## config.mk

```make
export PLATFORM = sky130hd
export DESIGN_NAME = alu_ctrl_decode_stage
export DESIGN_NICKNAME = d
export VERILOG_FILES = /design/src/rtl/alu_ctrl_decode_stage.sv
export SDC_FILE = /design/constraint.sdc
export NUM_CORES = 1
export LEC_CHECK = 0
export ABC_AREA = 1
export BUFFER_PORTS_ARGS = -buffer_cell sky130_fd_sc_hd__buf_2
export CAP_MARGIN = 15
export CORE_MARGIN = 2
export CORE_UTILIZATION = 35
export CTS_CLUSTER_DIAMETER = 60
export CTS_CLUSTER_SIZE = 14
export DETAILED_ROUTE_END_ITERATION = 10
export MAX_ROUTING_LAYER = met4
export PLACE_DENSITY = 0.67
export REMOVE_ABC_BUFFERS = 1
export SLEW_MARGIN = 20
export SYNTH_ARGS = -nofsm -noshare
export SYNTH_HDL_FRONTEND = slang
export SYNTH_SLANG_ARGS = --single-unit
```

## constraint.sdc

```tcl
create_clock -name clk -period 2.1 [get_ports clk]
set_clock_uncertainty 0.2 [all_clocks]
set_input_delay 0.42 -clock clk [delete_from_list [all_inputs] [get_ports clk]]
set_output_delay 0.42 -clock clk [all_outputs]
set_load 0.02 [all_outputs]
```

## src/rtl/alu_ctrl_decode_stage.sv

```systemverilog
// alu_ctrl_decode_stage
// Decodes the MIPS opcode/funct in ID into a 3-bit ALU op plus EX control.
// The result is registered into the ID/EX pipeline register, with the
// hazard-unit stall and flush applied. A saturating counter tracks how many
// illegal encodings reached EX.
//
// Valid semantics: valid_d marks a real instruction in ID and valid_e marks
// a real instruction in EX. There is no ready path; the hazard unit applies
// back-pressure through stall and cancels instructions through flush.
// The per-edge priority is rst > flush > stall > load. A load with
// valid_d=0 writes a bubble.
module alu_ctrl_decode_stage #(
    parameter int CNT_W = 8
) (
    input  logic             clk,
    input  logic             rst,
    input  logic [5:0]       opcode_d,
    input  logic [5:0]       funct_d,
    input  logic             valid_d,
    input  logic             stall,
    input  logic             flush,
    output logic [2:0]       alu_control_e,
    output logic             alu_src_e,
    output logic             reg_write_e,
    output logic             valid_e,
    output logic             illegal_e,
    output logic [CNT_W-1:0] illegal_cnt
);

    localparam logic [2:0] OP_ADD  = 3'b000;
    localparam logic [2:0] OP_SUB  = 3'b001;
    localparam logic [2:0] OP_AND  = 3'b010;
    localparam logic [2:0] OP_OR   = 3'b011;
    localparam logic [2:0] OP_XOR  = 3'b100;
    localparam logic [2:0] OP_NOR  = 3'b101;
    localparam logic [2:0] OP_SLT  = 3'b110;
    localparam logic [2:0] OP_SLTU = 3'b111;

    localparam logic [CNT_W-1:0] CNT_MAX = '1;

    logic [2:0] dec_ctrl;
    logic       dec_src;
    logic       dec_rw;
    logic       dec_ill;

    // Combinational decode of the ID instruction; unlisted encodings are flagged illegal.
    always_comb begin
        dec_ctrl = OP_ADD;
        dec_src  = 1'b0;
        dec_rw   = 1'b0;
        dec_ill  = 1'b0;
        case (opcode_d)
            6'h00: begin
                dec_rw = 1'b1;
                case (funct_d)
                    6'h20, 6'h21: dec_ctrl = OP_ADD;
                    6'h22, 6'h23: dec_ctrl = OP_SUB;
                    6'h24:        dec_ctrl = OP_AND;
                    6'h25:        dec_ctrl = OP_OR;
                    6'h26:        dec_ctrl = OP_XOR;
                    6'h27:        dec_ctrl = OP_NOR;
                    6'h2A:        dec_ctrl = OP_SLT;
                    6'h2B:        dec_ctrl = OP_SLTU;
                    default: begin
                        dec_rw  = 1'b0;
                        dec_ill = 1'b1;
                    end
                endcase
            end
            6'h08, 6'h09: begin dec_ctrl = OP_ADD;  dec_src = 1'b1; dec_rw = 1'b1; end
            6'h0A:        begin dec_ctrl = OP_SLT;  dec_src = 1'b1; dec_rw = 1'b1; end
            6'h0B:        begin dec_ctrl = OP_SLTU; dec_src = 1'b1; dec_rw = 1'b1; end
            6'h0C:        begin dec_ctrl = OP_AND;  dec_src = 1'b1; dec_rw = 1'b1; end
            6'h0D:        begin dec_ctrl = OP_OR;   dec_src = 1'b1; dec_rw = 1'b1; end
            6'h0E:        begin dec_ctrl = OP_XOR;  dec_src = 1'b1; dec_rw = 1'b1; end
            6'h23:        begin dec_ctrl = OP_ADD;  dec_src = 1'b1; dec_rw = 1'b1; end
            6'h2B:        begin dec_ctrl = OP_ADD;  dec_src = 1'b1; dec_rw = 1'b0; end
            6'h04:        begin dec_ctrl = OP_SUB;  dec_src = 1'b0; dec_rw = 1'b0; end
            default:      dec_ill = 1'b1;
        endcase
    end

    // ID/EX register: reset clears, flush loads a bubble, stall holds, otherwise loads decode.
    always_ff @(posedge clk or posedge rst) begin
        if (rst) begin
            alu_control_e <= 3'b000;
            alu_src_e     <= 1'b0;
            reg_write_e   <= 1'b0;
            valid_e       <= 1'b0;
            illegal_e     <= 1'b0;
        end else if (flush) begin
            alu_control_e <= 3'b000;
            alu_src_e     <= 1'b0;
            reg_write_e   <= 1'b0;
            valid_e       <= 1'b0;
            illegal_e     <= 1'b0;
        end else if (!stall) begin
            if (valid_d) begin
                alu_control_e <= dec_ctrl;
                alu_src_e     <= dec_src;
                reg_write_e   <= dec_rw;
                valid_e       <= 1'b1;
                illegal_e     <= dec_ill;
            end else begin
                alu_control_e <= 3'b000;
                alu_src_e     <= 1'b0;
                reg_write_e   <= 1'b0;
                valid_e       <= 1'b0;
                illegal_e     <= 1'b0;
            end
        end
    end

    // Saturating count of valid illegal instructions loaded into EX; hold and flush never count.
    always_ff @(posedge clk or posedge rst) begin
        if (rst) begin
            illegal_cnt <= '0;
        end else if (!flush && !stall && valid_d && dec_ill && (illegal_cnt != CNT_MAX)) begin
            illegal_cnt <= illegal_cnt + 1'b1;
        end
    end

endmodule

```

# Word-level counts from Yosys, hierarchy flattened

Cells that the tools add are included.

Bits of input ports: 17
Register bits: 15
Logic and storage cells: 63
Output and inout bits: 15

Reductions and logical operators: 12
Equality and inequality tests: 22
Muxes and demuxes: 22
$add $sub $neg: 1

Operators by type and width:

| kind                | number |
|---|---|
| $eq 6x6->1 const B  | 12 |
| $eq 6x4->1 const B  | 7 |
| $pmux 3 s7          | 2 |
| $reduce_or 10->1    | 2 |
| $mux 1              | 15 |
| $mux 3              | 3 |
| $reduce_or 9->1     | 1 |
| $add 8x1->8 const B | 1 |
| $ne 8x8->1 const B  | 1 |
| $reduce_or 8->1     | 1 |
| $eq 6x3->1 const B  | 1 |
| $logic_not 6->1     | 1 |
| $logic_and 1x1->1   | 4 |
| $pmux 1 s2          | 2 |
| $logic_not 1->1     | 2 |
| $ne 2x1->1 const B  | 1 |
| $reduce_or 2->1     | 1 |

# Logic depth before layout (Yosys ltp)

Depth after elaboration: 7
Gate-level depth with buffers: 9
Gate-level depth less buffers: 9

# Worst setup path after synthesis

Ideal clock, no wire load.

Path kind: register to register
From: register illegal_cnt[0]
To: register illegal_cnt[3]
Arrival time: 1.434 ns
Data required time: 1.835 ns
Period minus slack after synthesis: 1.700 ns
Path buffers: 0
Stages on the path, launching flop included: 8
Slack: 0.400 ns
Cells stage by stage: dfrtp_1 > ha_1 > nand3_1 > nor2_1 > nand3_2 > nand4_4 > nand2_1 > nand2_1

Cells in the longest elaborated chain, start to end: 2
Elaborated cells on any way between the ends: 3

RTL lines:

| what                                                | RTL line | text |
|---|---|---|
| from (decl)                                         | 27       | `output logic [CNT_W-1:0] illegal_cnt` |
| from (signal assigned)                              | 119      | `illegal_cnt <= illegal_cnt + 1'b1;` |
| branches (longest 2 deep; another with $add 8x1->8) | --       |  |

Parallel ways; which one is timed is not known.
A chain may end at the register's enable or synchronous reset.

# Worst setup path in the final report

From: register illegal_cnt[0]
To: register illegal_cnt[0]

The elaborated chain is that of the path after synthesis.

==> out/results.txt <==
Worst-path maximum fanout - 9
Fin. Hold Viols - 0
GR peak layer - met1
Cell row count - 20
Gr usage total - 14.85%
Height of the chip - 60.50 µm
Async set-reset flop share out of synthesis - 100.0%
R2R Path End - illegal_cnt[0]$_DFFE_PP0P_
Horiz. Die Dim - 60.50 µm
Max-slew headroom - 61.47%
# Post-CTS Setup Buffers - 0
Slack of the worst reg-to-reg path - 0.36 ns
Vias in the first global route - 939
Antenna violations before repair - 0
GRT met2 Usage - 21.12%
GRT met3 Usage - 1.919%
Post-synth EDFFs - 0
Hold path start - flush
Clk buf depth - 2
First-pass DRT Iterations - 4
CP Buf/Inv Count - 0
Unrepaired setup endpoints after global routing - no
Syn Std Cell Area - 1117 µm²
Core area - 3053 µm²
Leakage - 0.7758 nW
Setup TNS - 0 ns
Routed wire length - 2308 µm
Worst-Skew Late Latency - 0.29 ns
Root Driver - clkbuf_4
Pwr dens - 560.2 nW/µm²
CP Capture Type - register
VDD IR max - 168.8 µV
Final min period - 1.743 ns
Yosys cell types - 23
First-pass GRT wire length - 4050 µm
Worst r2r path cells - 7
CTS Buf Count - 3
CP peak stage delay - 0.42 ns
Post-CTS Resized - 0
Layout cells sized above 1 - 27.60%
Dpl cells - 231
Status - finished, final reports clean
Area leader, netlist - dfrtp_1
Beginning of the worst register-to-register path - illegal_cnt[0]$_DFFE_PP0P_
Area delta synth->final - 22.06%
WP data required - 2.13 ns
Maximum clock frequency - 573.7 MHz
Cts-stage hold buffer count - 1
Critical path cell sequence - ha_1, nand3_1, nor2_1, nand3_2, nand4_4, nand2_1, nand2_1
CTS H-tree lvls - 1
IO Port Bufs - 31
Hold Path Stages - 4
Top Family by Delay on Critical Path - simple AND/OR/NAND/NOR gates
Post-route insts no fill - 236
Top FF cell, synth - dfrtp_1
Max-slew violation count - 0
Synth warn - 0
Clock sinks - 15
Initial Utilization - 36.60%
Gp weighted congestion - 0.7729
Top-area cell type share of the netlist area - 33.59%
Post-synth top cells - nand2_1, inv_1, dfrtp_1, nand3_1, nor2_1
Mean Syn Cell Area - 7.162 µm²
Io pins - 32
CTS tree - done
Critical Setup Path Class - reg -> reg
Drt initial violations - 48
Hold Path Class - in -> reg
Slew @ Worst Pin - 0.5774 ns
CP max-delay cell - dfrtp_1
Wire per inst - 9.780 µm
Grt ovf - 0
Most frequent cell after synthesis - nand2_1
CP arrival - 1.77 ns
Remaining DRCs - 0
Hold Path End - illegal_e$_DFFE_PP0P_
Seq/Total Area, Yosys - 33.59%
Largest net degree at the start of global routing - 16
Max cap viols - 0
Final Cycle Share - 83.01%
Worst-path clk slew - 0.09 ns
Met1 global-route usage - 21.42%
Cell mode on critical path - nand2_1
Post-layout nets - 211
Synth Instances - 156
Vias - 1,069
Post-route ant nets - 0
Top cells by area, synth - dfrtp_1, nand2_1, inv_1
Seq cells post-synth - 15
Mean number of vias per cell - 4.530
Crit start category - register
DPL Wire Length - 1817 µm
Die area - 3660 µm²
Final setup viols - 0
# diodes - 0
Fill count - 335
where the power goes:
group	switching, mW	internal, mW
registers	0.0409	0.322
clock network	0.0924	0.0741
logic	0.147	0.0877
total	0.280	0.484
cell usage in the layout (no fill, tap or decap):
master          n
nand3_4         1
nor3_1          1
dlygate4sd3_1   1
nand3_1        11
nand4_1         9
clkbuf_1        1
nand3_2         6
clkbuf_4        3
inv_1          17
a31oi_1         1
xor2_1          3
ha_1            1
dfrtp_1        15
nand2_1        55
inv_2           3
o21ai_0         6
nor2_8          1
a21oi_2         1
nand2_2         1
a21oi_1         5
nor2_2          3
nor2_4          1
buf_2          31
nand4_4         1
a21oi_4         1
xnor2_1         3
nor2_1         10
tightest hold or removal path: cells and delay by family:
family / cells / cell delay (ns)
and+or+nand+nor: 3 / 0.22
buffers and inverters: 1 / 0.08
cell families after synthesis:
family / count (synthesis) / synth area share [%]
and+or+nand+nor: 100 / 46.14
xor gates and xnor gates: 6 / 4.704
adders and majority gates: 1 / 1.120
DFF: 15 / 33.59
buffers and inverters: 20 / 6.719
AOI/OAI and AO/OA: 14 / 7.727
sequential cells by signal, summed over array words and instances, names as in the netlist:
name	cells
valid_e	1
alu_src_e	1
illegal_e	1
reg_write_e	1
alu_control_e	3
illegal_cnt	8
worst max path at each step:
stage / slack [ns] / cells after the start / start / to
after floorplan: 0.40 / 7 / illegal_cnt[0]$_DFFE_PP0P_ / illegal_cnt[3]$_DFFE_PP0P_
after global placement: 0.37 / 9 / opcode_d[1] / illegal_cnt[3]$_DFFE_PP0P_
after detailed placement: 0.34 / 9 / opcode_d[1] / illegal_cnt[7]$_DFFE_PP0P_
after CTS: 0.34 / 7 / illegal_cnt[0]$_DFFE_PP0P_ / illegal_cnt[7]$_DFFE_PP0P_
after global routing: 0.19 / 7 / illegal_cnt[0]$_DFFE_PP0P_ / illegal_cnt[7]$_DFFE_PP0P_
final: 0.36 / 7 / illegal_cnt[0]$_DFFE_PP0P_ / illegal_cnt[0]$_DFFE_PP0P_
through the flow:
step	util (%)	setup slack [ns]	instance area, µm²	total power [mW]	hold slack, ns
after floorplan	-	0.4004	1117	0.5219	0.1215
after global routing	44.67	0.1922	1364	0.8096	0.3091
final	44.67	0.3569	1364	0.7640	0.2621
after detailed placement	43.48	0.3368	1328	0.6029	0.2600
after CTS	44.67	0.3427	1364	0.7650	0.2810
after global placement	43.48	0.3702	1328	0.6040	0.2497
layout make-up:
class,instances,area (µm²),area share [%]
multi-input cells,121,666.9,48.90
flip-flops and latches,15,375.4,27.52
repair buffers,32,165.2,12.11
inverters,20,75.07,5.505
well taps,44,55.05,4.037
clock buffers,4,26.28,1.927
metal layers:
metal  up-vias  wire length (µm)
li1        578                 -
met1       460              1226
met2        26               940
met3         5               100
met4         0                40
met5         -                 0
Note: power is estimated with default switching activity, not from simulation.
